===== src/rtl/alu_result_tx_ctrl_pkg.sv =====
// Shared definitions for the ALU result transmit controller: parameter
// defaults and the byte-sequencing FSM state encoding.
package alu_result_tx_ctrl_pkg;

    localparam int unsigned WIDTH_DATA_DEFAULT = 8;
    localparam int unsigned FIFO_DEPTH_DEFAULT = 2;

    typedef enum logic [2:0] {
        IDLE,
        SEND_LO,
        ACK_LO,
        DONE_LO,
        SEND_HI,
        ACK_HI,
        DONE_HI
    } tx_state_t;

endpackage


===== src/rtl/alu_result_tx_ctrl_result_fifo.sv =====
// Synchronous result buffer with full/empty flags; a push is accepted when
// full if a pop happens on the same edge.
module result_fifo #(
    parameter int unsigned WIDTH = 16,
    parameter int unsigned DEPTH = 2
) (
    input  logic             clk,
    input  logic             rst,
    input  logic             push,
    input  logic [WIDTH-1:0] push_data,
    input  logic             pop,
    output logic [WIDTH-1:0] head,
    output logic             full,
    output logic             empty
);

    localparam int unsigned PW = (DEPTH > 1) ? $clog2(DEPTH) : 1;

    logic [WIDTH-1:0] mem [DEPTH];
    logic [PW-1:0]    wr_ptr;
    logic [PW-1:0]    rd_ptr;
    logic [PW:0]      count;
    logic             do_push;
    logic             do_pop;

    assign full    = (count == (PW + 1)'(DEPTH));
    assign empty   = (count == '0);
    assign head    = mem[rd_ptr];
    assign do_pop  = pop && !empty;
    assign do_push = push && (!full || do_pop);

    // Pointers wrap naturally because DEPTH is a power of two.
    always_ff @(posedge clk) begin
        if (!rst) begin
            wr_ptr <= '0;
            rd_ptr <= '0;
            count  <= '0;
        end else begin
            if (do_push) wr_ptr <= wr_ptr + 1'b1;
            if (do_pop)  rd_ptr <= rd_ptr + 1'b1;
            case ({do_push, do_pop})
                2'b10:   count <= count + 1'b1;
                2'b01:   count <= count - 1'b1;
                default: ;
            endcase
        end
    end

    always_ff @(posedge clk) begin
        if (rst && do_push) mem[wr_ptr] <= push_data;
    end

endmodule


===== src/rtl/alu_result_tx_ctrl.sv =====
// Buffers double-width ALU results and hands them to a byte-wide UART
// transmitter, low byte first, pacing each byte on the TX_BUSY handshake.
module alu_result_tx_ctrl
    import alu_result_tx_ctrl_pkg::*;
#(
    parameter int unsigned WIDTH_DATA = WIDTH_DATA_DEFAULT,
    parameter int unsigned FIFO_DEPTH = FIFO_DEPTH_DEFAULT
) (
    input  logic                    clk,
    input  logic                    rst,
    input  logic [2*WIDTH_DATA-1:0] ALU_OUT,
    input  logic                    OUT_VALID,
    input  logic                    TX_BUSY,
    output logic [WIDTH_DATA-1:0]   TX_P_DATA,
    output logic                    TX_D_VLD,
    output logic                    BUSY,
    output logic                    OVERFLOW
);

    tx_state_t                 state, state_nxt;
    logic [WIDTH_DATA-1:0]     tx_data, tx_data_nxt;
    logic [2*WIDTH_DATA-1:0]   head;
    logic                      full;
    logic                      empty;
    logic                      pop;
    logic                      ovf;

    result_fifo #(
        .WIDTH (2 * WIDTH_DATA),
        .DEPTH (FIFO_DEPTH)
    ) u_fifo (
        .clk       (clk),
        .rst       (rst),
        .push      (OUT_VALID),
        .push_data (ALU_OUT),
        .pop       (pop),
        .head      (head),
        .full      (full),
        .empty     (empty)
    );

    // The output byte is loaded on entry to a SEND state so it is registered
    // and holds its value for the rest of the transfer.
    always_comb begin
        state_nxt   = state;
        tx_data_nxt = tx_data;
        pop         = 1'b0;
        case (state)
            IDLE: begin
                if (!empty && !TX_BUSY) begin
                    state_nxt   = SEND_LO;
                    tx_data_nxt = head[WIDTH_DATA-1:0];
                end
            end
            SEND_LO: state_nxt = ACK_LO;
            ACK_LO:  if (TX_BUSY) state_nxt = DONE_LO;
            DONE_LO: begin
                if (!TX_BUSY) begin
                    state_nxt   = SEND_HI;
                    tx_data_nxt = head[2*WIDTH_DATA-1:WIDTH_DATA];
                end
            end
            SEND_HI: state_nxt = ACK_HI;
            ACK_HI:  if (TX_BUSY) state_nxt = DONE_HI;
            DONE_HI: begin
                if (!TX_BUSY) begin
                    state_nxt = IDLE;
                    pop       = 1'b1;
                end
            end
            default: state_nxt = IDLE;
        endcase
    end

    always_ff @(posedge clk) begin
        if (!rst) begin
            state   <= IDLE;
            tx_data <= '0;
            ovf     <= 1'b0;
        end else begin
            state   <= state_nxt;
            tx_data <= tx_data_nxt;
            if (OUT_VALID && full && !pop) ovf <= 1'b1;
        end
    end

    assign TX_P_DATA = tx_data;
    assign TX_D_VLD  = (state == SEND_LO) || (state == SEND_HI);
    assign BUSY      = !empty || (state != IDLE);
    assign OVERFLOW  = ovf;

endmodule


===== config.mk =====
export PLATFORM = sky130hd
export DESIGN_NAME = alu_result_tx_ctrl
export DESIGN_NICKNAME = d
export VERILOG_FILES = /design/src/rtl/alu_result_tx_ctrl_pkg.sv /design/src/rtl/alu_result_tx_ctrl_result_fifo.sv /design/src/rtl/alu_result_tx_ctrl.sv
export SDC_FILE = /design/constraint.sdc
export NUM_CORES = 1
export LEC_CHECK = 0
export BUFFER_PORTS_ARGS = -buffer_cell sky130_fd_sc_hd__buf_4
export CAP_MARGIN = 20
export CORE_MARGIN = 2
export CORE_UTILIZATION = 50
export DETAILED_ROUTE_END_ITERATION = 8
export GPL_TIMING_DRIVEN = 0
export MAX_ROUTING_LAYER = met4
export PLACE_DENSITY = 0.72
export SYNTH_ARGS = -nofsm -noshare
export SYNTH_HDL_FRONTEND = slang
export SYNTH_SLANG_ARGS = --single-unit

===== constraint.sdc =====
create_clock -name clk -period 6.3 [get_ports clk]
set_clock_uncertainty 0.1 [all_clocks]
set_input_delay 0.945 -clock clk [delete_from_list [all_inputs] [get_ports clk]]
set_output_delay 0.945 -clock clk [all_outputs]
set_load 0.05 [all_outputs]

==> results of run 1 <==
metrics by stage:
stage / total power, W / area, um2 / hold slack (ns) / worst slack, ns
3_5_place_dp: 0.000472 / 2300 / 0.378 / 3.29
3_3_place_gp: 0.000467 / 2280 / 0.359 / 2.27
6_report: 0.000637 / 2380 / 0.387 / 3.59
2_1_floorplan: 0.000438 / 1990 / 0.347 / 3.10
4_1_cts: 0.000643 / 2380 / 0.390 / 3.58
5_1_grt: 0.000663 / 2380 / 0.417 / 3.42
power by group through the flow:
stage | registers, W | clock network (W) | logic, W
5_1_grt | 0.000369 | 0.000190 | 0.000105
4_1_cts | 0.000367 | 0.000178 | 0.0000982
2_1_floorplan | 0.000387 | 0 | 0.0000511
3_5_place_dp | 0.000375 | 0 | 0.0000979
3_3_place_gp | 0.000374 | 0 | 0.0000935
6_report | 0.000367 | 0.000173 | 0.0000974
layout make-up:
cell class	count	area share
buffer	8	0.0268
inverter	1	0.00157
clock buffer	7	0.0320
multi-input combinational	76	0.265
tap	48	0.0252
clock inverter	1	0.00315
timing repair buffer	31	0.101
sequential	49	0.546
sequential cells by signal, summed over array words and instances (netlist names), named ones only:
register / cells
OVERFLOW: 1
u_fifo.rd_ptr: 1
state: 3
u_fifo.mem: 32
u_fifo.count: 2
TX_P_DATA: 8
u_fifo.wr_ptr: 1
kinds of logic (layout without fill, tap and decap cells):
group,after synthesis,in the layout,share of synthesized area
DFF,49,49,0.652
buffers and inverters,9,48,0.0339
AOI/OAI and AO/OA,26,26,0.0834
adders and majority gates,1,1,0.00627
muxes,8,8,0.104
xor gates and xnor gates,4,4,0.0176
and+or+nand+nor,37,37,0.103
critical path, delay by kind of cell (launching register included):
kind / cells / cell delay, ns
buffers and inverters: 2 / 0.33
flip-flops: 1 / 0.32
AND/OR/NAND/NOR: 2 / 0.72
path summary, 6_finish.rpt:
kind                                        to  slack, ns  cells after the start                  startpoint
setup / recovery                          BUSY       3.59                      4       state[1]$_SDFFE_PN0P_
hold / removal      u_fifo.wr_ptr$_SDFFE_PN0P_       0.39                      2  u_fifo.wr_ptr$_SDFFE_PN0P_
setup reg to reg  u_fifo.count[1]$_SDFFE_PN0P_       4.20                      6       state[0]$_SDFFE_PN0P_
hold reg to reg     u_fifo.wr_ptr$_SDFFE_PN0P_       0.39                      2  u_fifo.wr_ptr$_SDFFE_PN0P_
synth_stat cells, drive strengths merged (2+ instances only):
cell	count
nand2	12
nand2b	3
o21ai	4
or2	2
a21o	8
xnor2	4
nor2	6
nor2b	6
edfxtp	32
a21oi	10
clkbuf	2
dfxtp	17
mux4	8
buf	6
layer usage:
layer  part of all wire  track usage
met5                  0            -
met3              0.046       0.0350
met1               0.42        0.184
met4              0.017       0.0714
met2               0.52        0.267
==> flow_summary_export.csv, run 1 <==
group,metric,value,unit
global_route,grt_max_degree,17,
sta,fin_setup_tns,0,ns
power_and_ir_drop,power_switching,0.000160,W
synth,syn_area_per_cell,14.9,um2
critical_path,crit_slowest_cell,"or4_1",
sta,tightest_slew,0.766,ns
synth,synth_top_cell_by_area,"edfxtp_1",
place,place_hpwl,2230,um
final_layout,final_nets,193,
sta,max_freq,369,MHz
final_layout,regArea,1300,um2
critical_path,critPathKind,"register to output pin",
clock_network,cts_hold_buf,0,
drt,vias,1131,
place,numPortBuffers,30,
hold_path,worstHoldPathType,"register to register",
final_layout,diodes,0,
critical_path,endpoint_kind,"output pin",
clock_network,cts_sinks,49,
final_layout,fin_util,0.637,
synth,seq_area_frac_synth,0.652,
sta,post-route-period-util,0.430,
drt,wire_per_inst,14.3,um
sta,rsz0062_at_grt,"false",
synth,synth_area,1990,um2
sta,max-slew-margin-rel,0.489,
power_and_ir_drop,irDropWorstVdd,0.187,mV
final_layout,layout_commonest_cell,"edfxtp_1",
synth,synth-edff-count,32,
clock_network,insertion_delay,0.29,ns
power_and_ir_drop,p_clk_frac,0.271,
power_and_ir_drop,cellPowerDensity,267,nW/um2
final_layout,area_growth,19.5,%
critical_path,cp_cell_sequence,"buf_6 -> or2_2 -> or4_1 -> buf_4",
floorplanning,die_w,67.2,um
power_and_ir_drop,comb_power_share,0.153,
flow_run,cap_violations,0,
critical_path,cp.arrival,1.66,ns
final_layout,fillerInstances,292,
critical_path,critPathLaunchType,"register",
floorplanning,dieArea,4510,um2
clock_network,htreeDepth,2,
global_route,grt_pass1_wl,4980,um
place,placed_cells,213,
clock_network,cts_resized,0,
floorplanning,ios,31,
global_route,gr-usage-all-layers,0.159,
power_and_ir_drop,sw_frac_of_total,0.251,
critical_path,cpPeakStageDelay,0.40,ns
sta,min_period,2.71,ns
power_and_ir_drop,p_int,0.000477,W
global_route,antenna_found_initial,0,
floorplanning,start_util,0.533,
place,globalplace.congestion,0.741,
power_and_ir_drop,leakage,0.970,nW
drt,wl,3150,um
floorplanning,die_h,67.2,um
clock_network,cts_tree,"built",
sta,slew_viol_final,0,
drt,drtIter0Drc,56,
clock_network,cts_setup_buffers,0,
drt,dr.pass1.iters,4,
power_and_ir_drop,sequentialPowerShare,0.576,
synth,syn_inst,134,
drt,ant_nets,0,
synth,ys_seq_elements,49,
sta,final_hold_viol_count,0,
global_route,grt_pass1_vias,1123,
final_layout,layout-drive-gt1-share,0.277,
drt,remaining_drc_errors,0,
clock_network,cts_root_buffer,"clkbuf_8",
synth,synth_ff_type,"edfxtp_1",
final_layout,fin_cells,221,
clock_network,numCtsBuffers,5,
final_layout,multi_input_area,631,um2
floorplanning,row_count,22,
floorplanning,coreArea,3740,um2
clock_network,ctsLongestPathBuffers,2,
synth,ys_top_cells_by_area,"edfxtp_1, dfxtp_1, mux4_1",
global_route,grt-ovfl-total,0,
synth,synth_cell_types,34,
critical_path,cp_max_fo,9,
synth,synthArstFlopShare,0,
run_status,outcome,"finished clean",
drt,drt-vias-per-instance,5.12,
clock_network,clkSlewWorstSetupHoldPaths,0.09,ns
sta,setup_viol,0,
critical_path,required,5.25,ns
synth,synth_warnings,0,
synth,syn_nets,155,
final_layout,final_cell_mix,"edfxtp_1, buf_4, dfxtp_1",
synth,synth_top_area_share,0.482,
(Power assumes the default switching activity.)
==> inputs of run 2 (changes only) <==
--- a/config.mk
+++ b/config.mk
@@ -12,7 +12,7 @@
 export DETAILED_ROUTE_END_ITERATION = 8
 export GPL_TIMING_DRIVEN = 0
 export MAX_ROUTING_LAYER = met4
-export PLACE_DENSITY = 0.72
+export PLACE_DENSITY = 0.74
 export SYNTH_ARGS = -nofsm -noshare
 export SYNTH_HDL_FRONTEND = slang
 export SYNTH_SLANG_ARGS = --single-unit
==> constraint.sdc (replaced) <==
create_clock -name clk -period 2.4 [get_ports clk]
set_clock_uncertainty 0.1 [all_clocks]
set_input_delay 0.36 -clock clk [delete_from_list [all_inputs] [get_ports clk]]
set_output_delay 0.36 -clock clk [all_outputs]
set_load 0.05 [all_outputs]
==> run 2 against run 1 <==
Compared with the run above: critical path depth stayed put; die area unchanged; clock power grew to 2.6 times the previous value; utilization decreased by 0.10 points; highest routed layer unchanged.
==> flow_summary_export.csv, run 2 (same netlist as run 1, synthesis figures left out) <==
group,metric,value,unit
run_status,outcome,"finished clean",
sta,min_period,2.13,ns
final_layout,fin_cells,221,
critical_path,rr_worst_depth,6,
sta,hold_slack,0.144,ns
critical_path,r2r_setup_slack,0.29,ns
critical_path,path_common_cell,"clkbuf_1",
clock_network,ctsLongestPathBuffers,2,
clock_network,cts_hold_buf,0,
critical_path,cp_cell_sequence,"buf_4 -> clkbuf_1 -> clkbuf_1 -> and4b_1",
power_and_ir_drop,cellPowerDensity,704,nW/um2
sta,slew_viol_final,0,
clock_network,clkSlewWorstSetupHoldPaths,0.08,ns
critical_path,required,2.23,ns
final_layout,layout-drive-gt1-share,0.277,
sta,max-slew-margin-rel,0.488,
final_layout,final_cell_mix,"edfxtp_1, buf_4, dfxtp_1",
drt,dr.pass1.iters,4,
global_route,antenna_found_initial,0,
critical_path,cp.arrival,1.96,ns
floorplanning,row_count,22,
critical_path,reg2reg_from,"state[0]$_SDFFE_PN0P_",
power_and_ir_drop,irDropWorstVdd,0.472,mV
critical_path,critPathLaunchType,"input port",
sta,setup_viol,0,
power_and_ir_drop,comb_power_share,0.152,
hold_path,hold_end,"u_fifo.mem[0][13]$_DFFE_PP_",
critical_path,critPathKind,"input port to register",
clock_network,htreeDepth,2,
clock_network,cts_resized,0,
final_layout,regArea,1300,um2
drt,ant_nets,0,
critical_path,cp_num_buf_inv,3,
drt,wire_per_inst,14.7,um
final_layout,largest_register_ffs,32,
place,place_hpwl,2270,um
drt,vias,1164,
clock_network,insertion_delay,0.29,ns
global_route,grt_pass1_vias,1132,
final_layout,regMostFlops,"u_fifo.mem",
clock_network,cts_tree,"built",
floorplanning,die_h,67.2,um
final_layout,diodes,0,
final_layout,fillerInstances,293,
hold_path,hp-start,"ALU_OUT[13]",
place,numPortBuffers,30,
global_route,grt_pass1_wl,5120,um
hold_path,hold_depth,1,
clock_network,cts_sinks,49,
floorplanning,ios,31,
sta,rsz0062_at_grt,"false",
power_and_ir_drop,sequentialPowerShare,0.575,
final_layout,multi_input_area,631,um2
clock_network,numCtsBuffers,5,
critical_path,cpPeakStageDelay,0.77,ns
power_and_ir_drop,sw_frac_of_total,0.253,
sta,tightest_slew,0.767,ns
power_and_ir_drop,power_switching,0.000424,W
clock_network,cts_setup_buffers,0,
sta,post-route-period-util,0.889,
final_layout,fin_util,0.636,
flow_run,cap_violations,0,
floorplanning,dieArea,4510,um2
sta,final_hold_viol_count,0,
drt,drt-vias-per-instance,5.27,
critical_path,cp_max_fo,16,
hold_path,worstHoldPathType,"input port to register",
global_route,grt_max_degree,17,
power_and_ir_drop,p_int,0.00125,W
floorplanning,coreArea,3740,um2
floorplanning,start_util,0.533,
power_and_ir_drop,p_total,0.00168,W
sta,max_freq,469,MHz
critical_path,endpoint_kind,"register",
critical_path,worst_r2r_endpoint,"u_fifo.count[1]$_SDFFE_PN0P_",
final_layout,area_growth,19.3,%
drt,wl,3260,um
critical_path,crit_slowest_cell,"and4b_1",
final_layout,final_nets,193,
place,globalplace.congestion,0.741,
clock_network,cts_root_buffer,"clkbuf_8",
drt,remaining_drc_errors,0,
sta,fin_setup_tns,0,ns
final_layout,layout_commonest_cell,"edfxtp_1",
place,placed_cells,213,
power_and_ir_drop,leakage,0.969,nW
power_and_ir_drop,p_clk_frac,0.273,
drt,drtIter0Drc,42,
global_route,grt-ovfl-total,0,
critical_path,crit_family,"buffers and inverters",
global_route,gr-usage-all-layers,0.168,
floorplanning,die_w,67.2,um
## run 2: cell types whose count changed in the layout (fill, tap and decap cells not counted)
cell,change
buf_8,-1
buf_6,+1
## run 2: layer usage
| metal | part of all wire | wire length [um] | GRT usage | vias up |
|---|---|---|---|---|
| met5 | 0 | 0 | - | - |
| met4 | 0.0071 | 23 | 0.0689 | 0 |
| met3 | 0.047 | 153 | 0.0500 | 2 |
| met2 | 0.52 | 1690 | 0.281 | 27 |
| met1 | 0.43 | 1390 | 0.189 | 556 |
| li1 | - | - | - | 579 |
## run 2: area by class of cell
| cell class | instances | area share |
|---|---|---|
| Buffer | 8 | 0.0268 |
| Inverter | 1 | 0.00158 |
| Tap cell | 48 | 0.0252 |
| Sequential cell | 49 | 0.547 |
| Timing Repair Buffer | 31 | 0.0994 |
| Clock inverter | 1 | 0.00315 |
| Multi-Input combinational cell | 76 | 0.265 |
| Clock buffer | 7 | 0.0321 |
## run 2: worst max path at each step
stage | startpoint | cells after the start | end | slack (ns)
2_1_floorplan | state[0]$_SDFFE_PN0P_ | 4 | u_fifo.mem[0][0]$_DFFE_PP_ | 0.29
3_3_place_gp | TX_BUSY | 4 | u_fifo.mem[0][4]$_DFFE_PP_ | -0.16
3_5_place_dp | rst | 4 | u_fifo.mem[1][3]$_DFFE_PP_ | -0.05
4_1_cts | rst | 4 | u_fifo.mem[1][1]$_DFFE_PP_ | 0.24
5_1_grt | state[0]$_SDFFE_PN0P_ | 6 | u_fifo.count[1]$_SDFFE_PN0P_ | 0.16
6_report | rst | 4 | u_fifo.mem[1][14]$_DFFE_PP_ | 0.27
## run 2: metrics by stage
step	setup slack (ns)	cell area [um2]
finish	0.266	2380
global route	0.163	2380
CTS	0.239	2380
detailed placement	-0.0522	2300
global placement	-0.163	2280
floorplan	0.287	2000
## run 2: power groups by stage
stage	Sequential, W	Combinational, W	Clock, W
global placement	0.000981	0.000245	0
floorplan	0.00102	0.000135	0
global route	0.000968	0.000273	0.000510
CTS	0.000965	0.000256	0.000471
finish	0.000964	0.000254	0.000458
detailed placement	0.000984	0.000255	0
